**config.mk**
```make
export PLATFORM = sky130hd
export DESIGN_NAME = ld_power_sequencer
export DESIGN_NICKNAME = d
export VERILOG_FILES = /design/src/rtl/ld_seq_pkg.sv /design/src/rtl/ld_seq_timer.sv /design/src/rtl/ld_power_sequencer.sv
export SDC_FILE = /design/constraint.sdc
export NUM_CORES = 1
export LEC_CHECK = 0
export ABC_AREA = 1
export CORE_ASPECT_RATIO = 0.7
export CORE_MARGIN = 1
export CORE_UTILIZATION = 32
export DETAILED_ROUTE_END_ITERATION = 8
export SYNTH_ARGS = -nofsm -noshare
export SYNTH_HDL_FRONTEND = slang
export SYNTH_SLANG_ARGS = --single-unit
export TNS_END_PERCENT = 5
```
**constraint.sdc**
```tcl
create_clock -name CLK -period 3.8 [get_ports CLK]
set_input_delay 0.38 -clock CLK [delete_from_list [all_inputs] [get_ports CLK]]
set_output_delay 0.38 -clock CLK [all_outputs]
set_load 0.01 [all_outputs]
```
**src/rtl/ld_seq_pkg.sv**
```systemverilog
// rtl/ld_seq_pkg.sv - shared state codes, widths and timer sizing for the LD power sequencer
package ld_seq_pkg;

    localparam int IW_DEFAULT = 12;

    // Codes 6 and 7 are unused and fall into FAULT on the next cycle.
    typedef enum logic [2:0] {
        ST_OFF       = 3'd0,
        ST_SETTLE    = 3'd1,
        ST_RAMP_UP   = 3'd2,
        ST_ON        = 3'd3,
        ST_RAMP_DOWN = 3'd4,
        ST_FAULT     = 3'd5
    } ld_state_e;

    // One timer serves every timed state, so it must hold the larger of the two spans.
    // The lower bound of 1 keeps the width non-zero for degenerate parameter values.
    function automatic int tmr_width(input int settle_cyc, input int tmo_cyc);
        int mx;
        mx = (settle_cyc > tmo_cyc) ? settle_cyc : tmo_cyc;
        if (mx < 1) mx = 1;
        return $clog2(mx + 1);
    endfunction

endpackage

```
**src/rtl/ld_seq_timer.sv**
```systemverilog
// rtl/ld_seq_timer.sv - loadable saturating down-counter used for settle and ramp timeouts
module ld_seq_timer #(
    parameter int TW = 4
) (
    input  logic          clk_i,
    input  logic          rst_ni,
    input  logic          load_i,
    input  logic          en_i,
    input  logic [TW-1:0] load_val_i,
    output logic          done_o
);

    logic [TW-1:0] cnt_q;

    // Load wins over counting; the count parks at zero instead of wrapping.
    always_ff @(posedge clk_i or negedge rst_ni) begin
        if (!rst_ni) begin
            cnt_q <= '0;
        end else if (load_i) begin
            cnt_q <= load_val_i;
        end else if (en_i && (cnt_q != '0)) begin
            cnt_q <= cnt_q - 1'b1;
        end
    end

    assign done_o = (cnt_q == '0);

endmodule

```
**src/rtl/ld_power_sequencer.sv**
```systemverilog
// rtl/ld_power_sequencer.sv - laser-diode driver power sequencer FSM with fault latching
module ld_power_sequencer
    import ld_seq_pkg::*;
#(
    parameter int IW           = IW_DEFAULT,
    parameter int SETTLE_CYC   = 1000,
    parameter int RAMP_TMO_CYC = 1500000
) (
    input  logic          CLK,
    input  logic          Clrn,
    input  logic          start,
    input  logic          stop,
    input  logic          fault_in,
    input  logic          fault_clr,
    input  logic [IW-1:0] I_target,
    input  logic [IW-1:0] I_fb,
    output logic          SW_ON,
    output logic          LD_ON,
    output logic          ready,
    output logic          busy,
    output logic          fault_latched,
    output logic [2:0]    state
);

    localparam int TW = tmr_width(SETTLE_CYC, RAMP_TMO_CYC);

    // The timer is loaded on the entry edge and the exit is taken on the edge that
    // sees zero, so loading N-1 gives exactly N cycles spent in the state.
    localparam int SETTLE_LD_I = (SETTLE_CYC   > 0) ? SETTLE_CYC - 1   : 0;
    localparam int TMO_LD_I    = (RAMP_TMO_CYC > 0) ? RAMP_TMO_CYC - 1 : 0;
    localparam logic [TW-1:0] SETTLE_LD = TW'(SETTLE_LD_I);
    localparam logic [TW-1:0] TMO_LD    = TW'(TMO_LD_I);

    ld_state_e     state_q;
    ld_state_e     state_d;
    logic [IW-1:0] target_q;
    logic [IW-1:0] target_d;
    logic          tmr_load;
    logic [TW-1:0] tmr_load_val;
    logic          tmr_done;
    logic          up_reached;
    logic          down_reached;

    assign up_reached   = (I_fb >= target_q);
    assign down_reached = (I_fb == '0);

    // Next-state decision: fault_in first, then timeout, then stop, then start.
    always_comb begin
        state_d  = state_q;
        target_d = target_q;
        case (state_q)
            ST_OFF: begin
                if (fault_in) begin
                    state_d = ST_FAULT;
                end else if (stop) begin
                    state_d = ST_OFF;
                end else if (start && !fault_latched && (I_target != '0)) begin
                    state_d  = ST_SETTLE;
                    target_d = I_target;
                end
            end
            ST_SETTLE: begin
                if (fault_in) begin
                    state_d = ST_FAULT;
                end else if (stop) begin
                    state_d = ST_OFF;
                end else if (tmr_done) begin
                    state_d = ST_RAMP_UP;
                end
            end
            ST_RAMP_UP: begin
                if (fault_in) begin
                    state_d = ST_FAULT;
                end else if (tmr_done && !up_reached) begin
                    state_d = ST_FAULT;
                end else if (stop) begin
                    state_d = ST_RAMP_DOWN;
                end else if (up_reached) begin
                    state_d = ST_ON;
                end
            end
            ST_ON: begin
                if (fault_in) begin
                    state_d = ST_FAULT;
                end else if (stop) begin
                    state_d = ST_RAMP_DOWN;
                end
            end
            ST_RAMP_DOWN: begin
                if (fault_in) begin
                    state_d = ST_FAULT;
                end else if (down_reached) begin
                    state_d = ST_OFF;
                end else if (tmr_done) begin
                    state_d = ST_FAULT;
                end
            end
            ST_FAULT: begin
                if (fault_clr && !fault_in) begin
                    state_d = ST_OFF;
                end
            end
            default: begin
                state_d = ST_FAULT;
            end
        endcase
    end

    // Reload the timer on every state change with the span of the state being entered.
    always_comb begin
        tmr_load     = (state_d != state_q);
        tmr_load_val = '0;
        case (state_d)
            ST_SETTLE:    tmr_load_val = SETTLE_LD;
            ST_RAMP_UP:   tmr_load_val = TMO_LD;
            ST_RAMP_DOWN: tmr_load_val = TMO_LD;
            default:      tmr_load_val = '0;
        endcase
    end

    ld_seq_timer #(
        .TW (TW)
    ) u_timer (
        .clk_i      (CLK),
        .rst_ni     (Clrn),
        .load_i     (tmr_load),
        .en_i       (1'b1),
        .load_val_i (tmr_load_val),
        .done_o     (tmr_done)
    );

    // State, latched target and all outputs registered from the next state.
    always_ff @(posedge CLK or negedge Clrn) begin
        if (!Clrn) begin
            state_q       <= ST_OFF;
            target_q      <= '0;
            SW_ON         <= 1'b0;
            LD_ON         <= 1'b0;
            ready         <= 1'b0;
            busy          <= 1'b0;
            fault_latched <= 1'b0;
            state         <= ST_OFF;
        end else begin
            state_q       <= state_d;
            target_q      <= target_d;
            SW_ON         <= (state_d == ST_SETTLE) || (state_d == ST_RAMP_UP) ||
                             (state_d == ST_ON)     || (state_d == ST_RAMP_DOWN);
            LD_ON         <= (state_d == ST_RAMP_UP) || (state_d == ST_ON);
            ready         <= (state_d == ST_ON);
            busy          <= (state_d == ST_SETTLE) || (state_d == ST_RAMP_UP) ||
                             (state_d == ST_RAMP_DOWN);
            fault_latched <= (state_d == ST_FAULT);
            state         <= state_d;
        end
    end

endmodule
```
# Word level (Yosys, flattened, before mapping)
# Index checks and enable logic that the tools add are counted.
# word_totals
register_bits	41
output_inout_bits	8
word_cells	63
# op_classes
add_sub_neg	1
n_lt_le_gt_ge	1
eq_ne	11
n_mux	20
n_bitwise	2
reduce_logical	20
# op_table
operator	count
2-to-1 mux 3 bit	16
2-to-1 mux 21 bit	2
one-hot mux 21 bit (2 select lines)	1
logical NOT 21 bit	1
nonzero test 21 bit	1
subtractor 21 x 1 -> 21 bit, second input constant	1
one-hot mux 3 bit (6 select lines)	1
equality test 3 x 2 -> 1 bit, second input constant	4
equality test 3 bit, second input constant	4
greater-or-equal comparator 12 bit	1
logical NOT 12 bit	1
nonzero test 12 bit	1
equality test 3 x 1 -> 1 bit, second input constant	2
logical OR 1 bit	5
logical AND 1 bit	4
AND reduction 4 bit	1
logical NOT 1 bit	3
logical NOT 3 bit	1
!= test 3 bit	1
inverter 1 bit	2
nonzero test 2 bit	1
OR reduction 2 bit	1

# Depth between registers and ports, before layout
# logic_depth
depth_word	11
depth_mapped	20

# Cells and area by module
# A second synthesis with hierarchy kept.
# unflattened
hier_cells	464
hier_area_um2	3103.0
# by_module_without_submodules
module	instances	cells_each	area_per_inst_um2
ld_seq_timer	1	247	1605.3
ld_power_sequencer	1	217	1497.7

# Worst setup path after synthesis
# OpenSTA, ideal clock, no wires.
# synth_path
kind	in2reg
from	input port I_fb[11]
to	register u_timer.cnt_q[13]
setup_ps	125
t_arrival_ps	2029
slack_ps	1645
path_stages	16
path_buffers	1
path_cell_list	ha_1 nand2_1 nor2_1 nand2_1 nor2_1 nor2_1 nand2_1 nand2_1 nand2_1 o21ai_1 nand2_4 nand2_4 nand3_4 nor2_4 buf_6 a21oi_1
# synth_via
elab_chain_len	10
elab_cells_between_ends	19
cone_classes	order compare: 1; eq/ne: 4; mux: 9; reduce/logical: 5
# synth_rtl
item	line	text
start: declaration	ld_power_sequencer.sv:16	input logic [IW-1:0] I_fb,
greater-or-equal comparator 12 bit	ld_power_sequencer.sv:44	assign up_reached = (I_fb >= target_q);
2-to-1 mux 3 bit / logical NOT 1 bit (equally long branches)	ld_power_sequencer.sv:78, ld_power_sequencer.sv:74	
2-to-1 mux 3 bit / logical AND 1 bit (equally long branches)	ld_power_sequencer.sv:76, ld_power_sequencer.sv:74	
2-to-1 mux 3 bit	ld_power_sequencer.sv:74	end else if (tmr_done && !up_reached) begin
2-to-1 mux 3 bit	ld_power_sequencer.sv:72	if (fault_in) begin
one-hot mux 3 bit (6 select lines) (*)	ld_power_sequencer.sv:51	case (state_q)
named net state_d[0]	ld_power_sequencer.sv:35	ld_state_e state_d;
equality test 3 x 2 -> 1 bit / equality test 3 bit (equally long branches)	ld_power_sequencer.sv:113	case (state_d)
OR reduction 2 bit (no source line)	n/a	
one-hot mux 21 bit (2 select lines)	ld_power_sequencer.sv:113	
2-to-1 mux 21 bit	ld_seq_timer.sv:19	end else if (load_i) begin
end signal: assignment	ld_seq_timer.sv:20	cnt_q <= load_val_i;
end signal: assignment	ld_seq_timer.sv:22	cnt_q <= cnt_q - 1'b1;
end: declaration	ld_seq_timer.sv:13	logic [TW-1:0] cnt_q;
# Mark *: on every way through the listed nets, which the timed path passes. The rest lies on a longest branch.
# A chain may end at the register's enable or synchronous reset.

# Final worst setup path
# layout_path
from	input port I_fb[11]
to	register u_timer.cnt_q[2]
# Same word-level chain as after synthesis.

==> impl_metrics.toml <==
[logic_synthesis]
synth-async-reset-ratio_pct = 100
dominantRegCellSynth = "sky130_fd_sc_hd__dfrtp_1"
synth_fp_nets = 433
yosys-top-cells-area = "sky130_fd_sc_hd__dfrtp_1 37%, sky130_fd_sc_hd__nand2_1 12%, sky130_fd_sc_hd__nor2_1 8.4%, sky130_fd_sc_hd__inv_1 6.6%, sky130_fd_sc_hd__ha_1 6.2%"
synth.most_common_cell = "sky130_fd_sc_hd__nand2_1"
synth_area_per_cell_sq_um = 7.22
synth.yosys.warnings = 0
number_of_enable_type_register_cells_in_the_synthesized_netlist = 0
synth.top_cell.area_share_pct = 36.5
postSynthRegisterBits = 41
synth.largest_area_cell = "sky130_fd_sc_hd__dfrtp_1"
post_synth_most_frequent_cells = "90 x sky130_fd_sc_hd__nand2_1, 63 x sky130_fd_sc_hd__nor2_1, 49 x sky130_fd_sc_hd__inv_1, 41 x sky130_fd_sc_hd__dfrtp_1, 30 x sky130_fd_sc_hd__nand3_1"
synthDistinctLibCells = 31
syn_inst = 389
mappedNetlistArea_sq_um = 2810
synth_sequential_area_ratio_pct = 36.5

[detailed_routing]
avgRoutedWirePerCell_um = 11.9
drcViolationCount = 0
num_vias = 2461
initialDrtViolationCount = 112
routed_wirelength_um = 6520
routed_via_density = 4.48
dr.pass1.iters = 4
final_antenna_net_count = 0

[worst_setup_path]
worstReg2RegStart = "target_q[10]"
cpMaxStageDelayCell = "sky130_fd_sc_hd__clkdlybuf4s50_1"
critical_path_arrival_ns = 2.84
critPathCaptureType = "flop"
timing.setup.critical_path_class = "input port to flop"
crit_path_cell_trace = "clkdlybuf4s50_1 > ha_1 > nand2_1 > nor2_1 > nand2_1 > nor2_1 > nor2_1 > nand2_1 > nand2_1 > nand2_1 > o21ai_1 > nand2_4 > nand2_4 > nand3_4 > nor2_4 > a21oi_1"
maximum_cell_stage_delay_along_the_critical_path_ns = 0.43
critical_path_fanouts_max = 18
worst_path_most_repeated_cell = "sky130_fd_sc_hd__nand2_1"
worst-r2r-setup-slack_ns = 1.27
data_required_time_of_the_worst_path_ns = 3.95
worst_r2r_path_depth = 16
rr_endpoint = "u_timer.cnt_q[2]"
critical_path.startpoint_type = "input port"

[global_routing]
grt_max_degree = 42
grt_overflow = 0
via_count_of_the_first_global_routing_pass = 2306
global_route_usage_over_all_layers_pct = 16.0
grt_first_pass_wirelength_um = 11300
antenna_violations_before_repair = 0

[clock_network]
number_of_setup_buffers_added_after_cts = 0
clock_insertion_delay_worst_skew_ns = 0.28
clkTransAtPathRegs_ns = 0.06
tritoncts = "done"
clock_tree.root_cell = "sky130_fd_sc_hd__clkbuf_16"
post_cts.resized_instances = 0
holdBufCountCts = 0
clock_tree_sinks = 41
number_of_buffers_between_clock_root_and_the_deepest_sink = 2
total_clock_buffers_created_by_cts = 5
htreeDepth = 2

[timing]
totalNegativeSetupSlack_ns = 0
setup-violations-final = 0
final_period_minus_worst_setup_slack_ns = 2.68
slew_violations = 0
timing.final.crit_share_pct = 70.7
worst_clock_skew_ns = 0.00543
max-slew-margin-rel_pct = 37.7
timing.fmax_ghz = 0.372
rsz0062_at_grt = "false"
max_slew.worst_pin.slew_ns = 0.934
final_hold_violation_count = 0
layout_setup_ws_ns = 1.12

[floorplanning]
design.die.area_sq_um = 9160
core_region_area_sq_um = 8480
num_io_pins = 38
die_h_um = 80.4
initial_utilization_pct = 33.1
fp.dieW_um = 114
num_rows = 28

[run]
maxCapViolations = 0

[placement]
placedCellCount = 542
gp_congestion = 0.903
post-place-ws_ns = 0.839
detailed_place_hpwl_um = 5010
port_buffers = 37

[pwr]
vdd.ir_drop.worst_mv = 0.448
post-layout-total-power_mw = 2.63
leakage_nw = 1.69
power_density_normalized_to_cell_area_nw_per_um2 = 765

[final_layout]
syn2layout_area_growth_pct = 22.4
layout.cells.non_filler = 549
drive_above_1_share_pct = 9.09
fillers = 904
nNetsFinal = 473
antenna_cells = 0

[hold_path]
worst_hold_path_type = "input port to asynchronous set/reset pin"

[status]
outcome = "completed"
-- placed cells by master, fill, tap and decap left out, types with 11 or more instances in the layout --
master,count
sky130_fd_sc_hd__a21oi_1,20
sky130_fd_sc_hd__clkdlybuf4s50_1,36
sky130_fd_sc_hd__dfrtp_1,41
sky130_fd_sc_hd__ha_1,14
sky130_fd_sc_hd__inv_1,49
sky130_fd_sc_hd__nand2_1,90
sky130_fd_sc_hd__nand3_1,30
sky130_fd_sc_hd__nor2_1,63
sky130_fd_sc_hd__o21ai_0,13
sky130_fd_sc_hd__xor2_1,11
-- critical path: cells and delay by family --
| family | cells | cell delay, ns |
|---|---|---|
| and+or+nand+nor | 12 | 1.45 |
| buffers and inverters | 1 | 0.43 |
| adders and majority gates | 1 | 0.31 |
| AOI/OAI and AO/OA | 2 | 0.27 |
-- power by group --
part	internal, mW	switching [mW]
clock network	0.258	0.164
logic	0.543	0.920
registers	0.620	0.125
-- kinds of logic (layout without fill, tap and decap cells) --
family	after synthesis	after routing	share of synthesized area, %
AOI/OAI and AO/OA	39	39	7.40
DFF	41	41	36.5
and+or+nand+nor	217	217	35.5
buffers and inverters	60	100	8.69
xor gates and xnor gates	18	18	5.61
adders and majority gates	14	14	6.24
-- per-layer routing --
layer  routed length, um  GRT usage [%]
met2                2510           22.1
met5                   0              0
met4                  72           4.29
met1                3720           24.2
met3                 215           3.62
-- state kept, by name, indices dropped and copies added, names as in the netlist --
name,cells
LD_ON,1
SW_ON,1
busy,1
fault_latched,1
ready,1
state_q,3
target_q,12
u_timer.cnt_q,21
-- stage by stage --
step	util (%)	instance area [sq um]	hold WS, ns
3_3_place_gp	38.8	3290	0.467
3_5_place_dp	38.8	3290	0.466
2_1_floorplan	-	2810	0.0844
5_1_grt	40.5	3440	0.339
4_1_cts	40.5	3440	0.292
6_report	40.5	3440	0.243
-- cell type report --
cell class	count	area, sq um	share of cell area, %
sequential	41	1030	29.9
timing repair buffer	38	373	10.9
clock buffer	7	143	4.15
multi-input combinational	288	1540	44.8
tap	120	150	4.37
inverter	55	206	6.01
-- how the worst max path moves through the flow --
stage                  start                end  slack [ns]
detailed placement  I_fb[11]  u_timer.cnt_q[18]        0.84
finish              I_fb[11]   u_timer.cnt_q[2]        1.12
global route         I_fb[0]   u_timer.cnt_q[2]        0.84
CTS                 I_fb[11]   u_timer.cnt_q[2]        1.12
floorplan           I_fb[11]  u_timer.cnt_q[13]        1.65
global placement    I_fb[11]  u_timer.cnt_q[13]        0.91
Power figures use the tool's default switching activity.
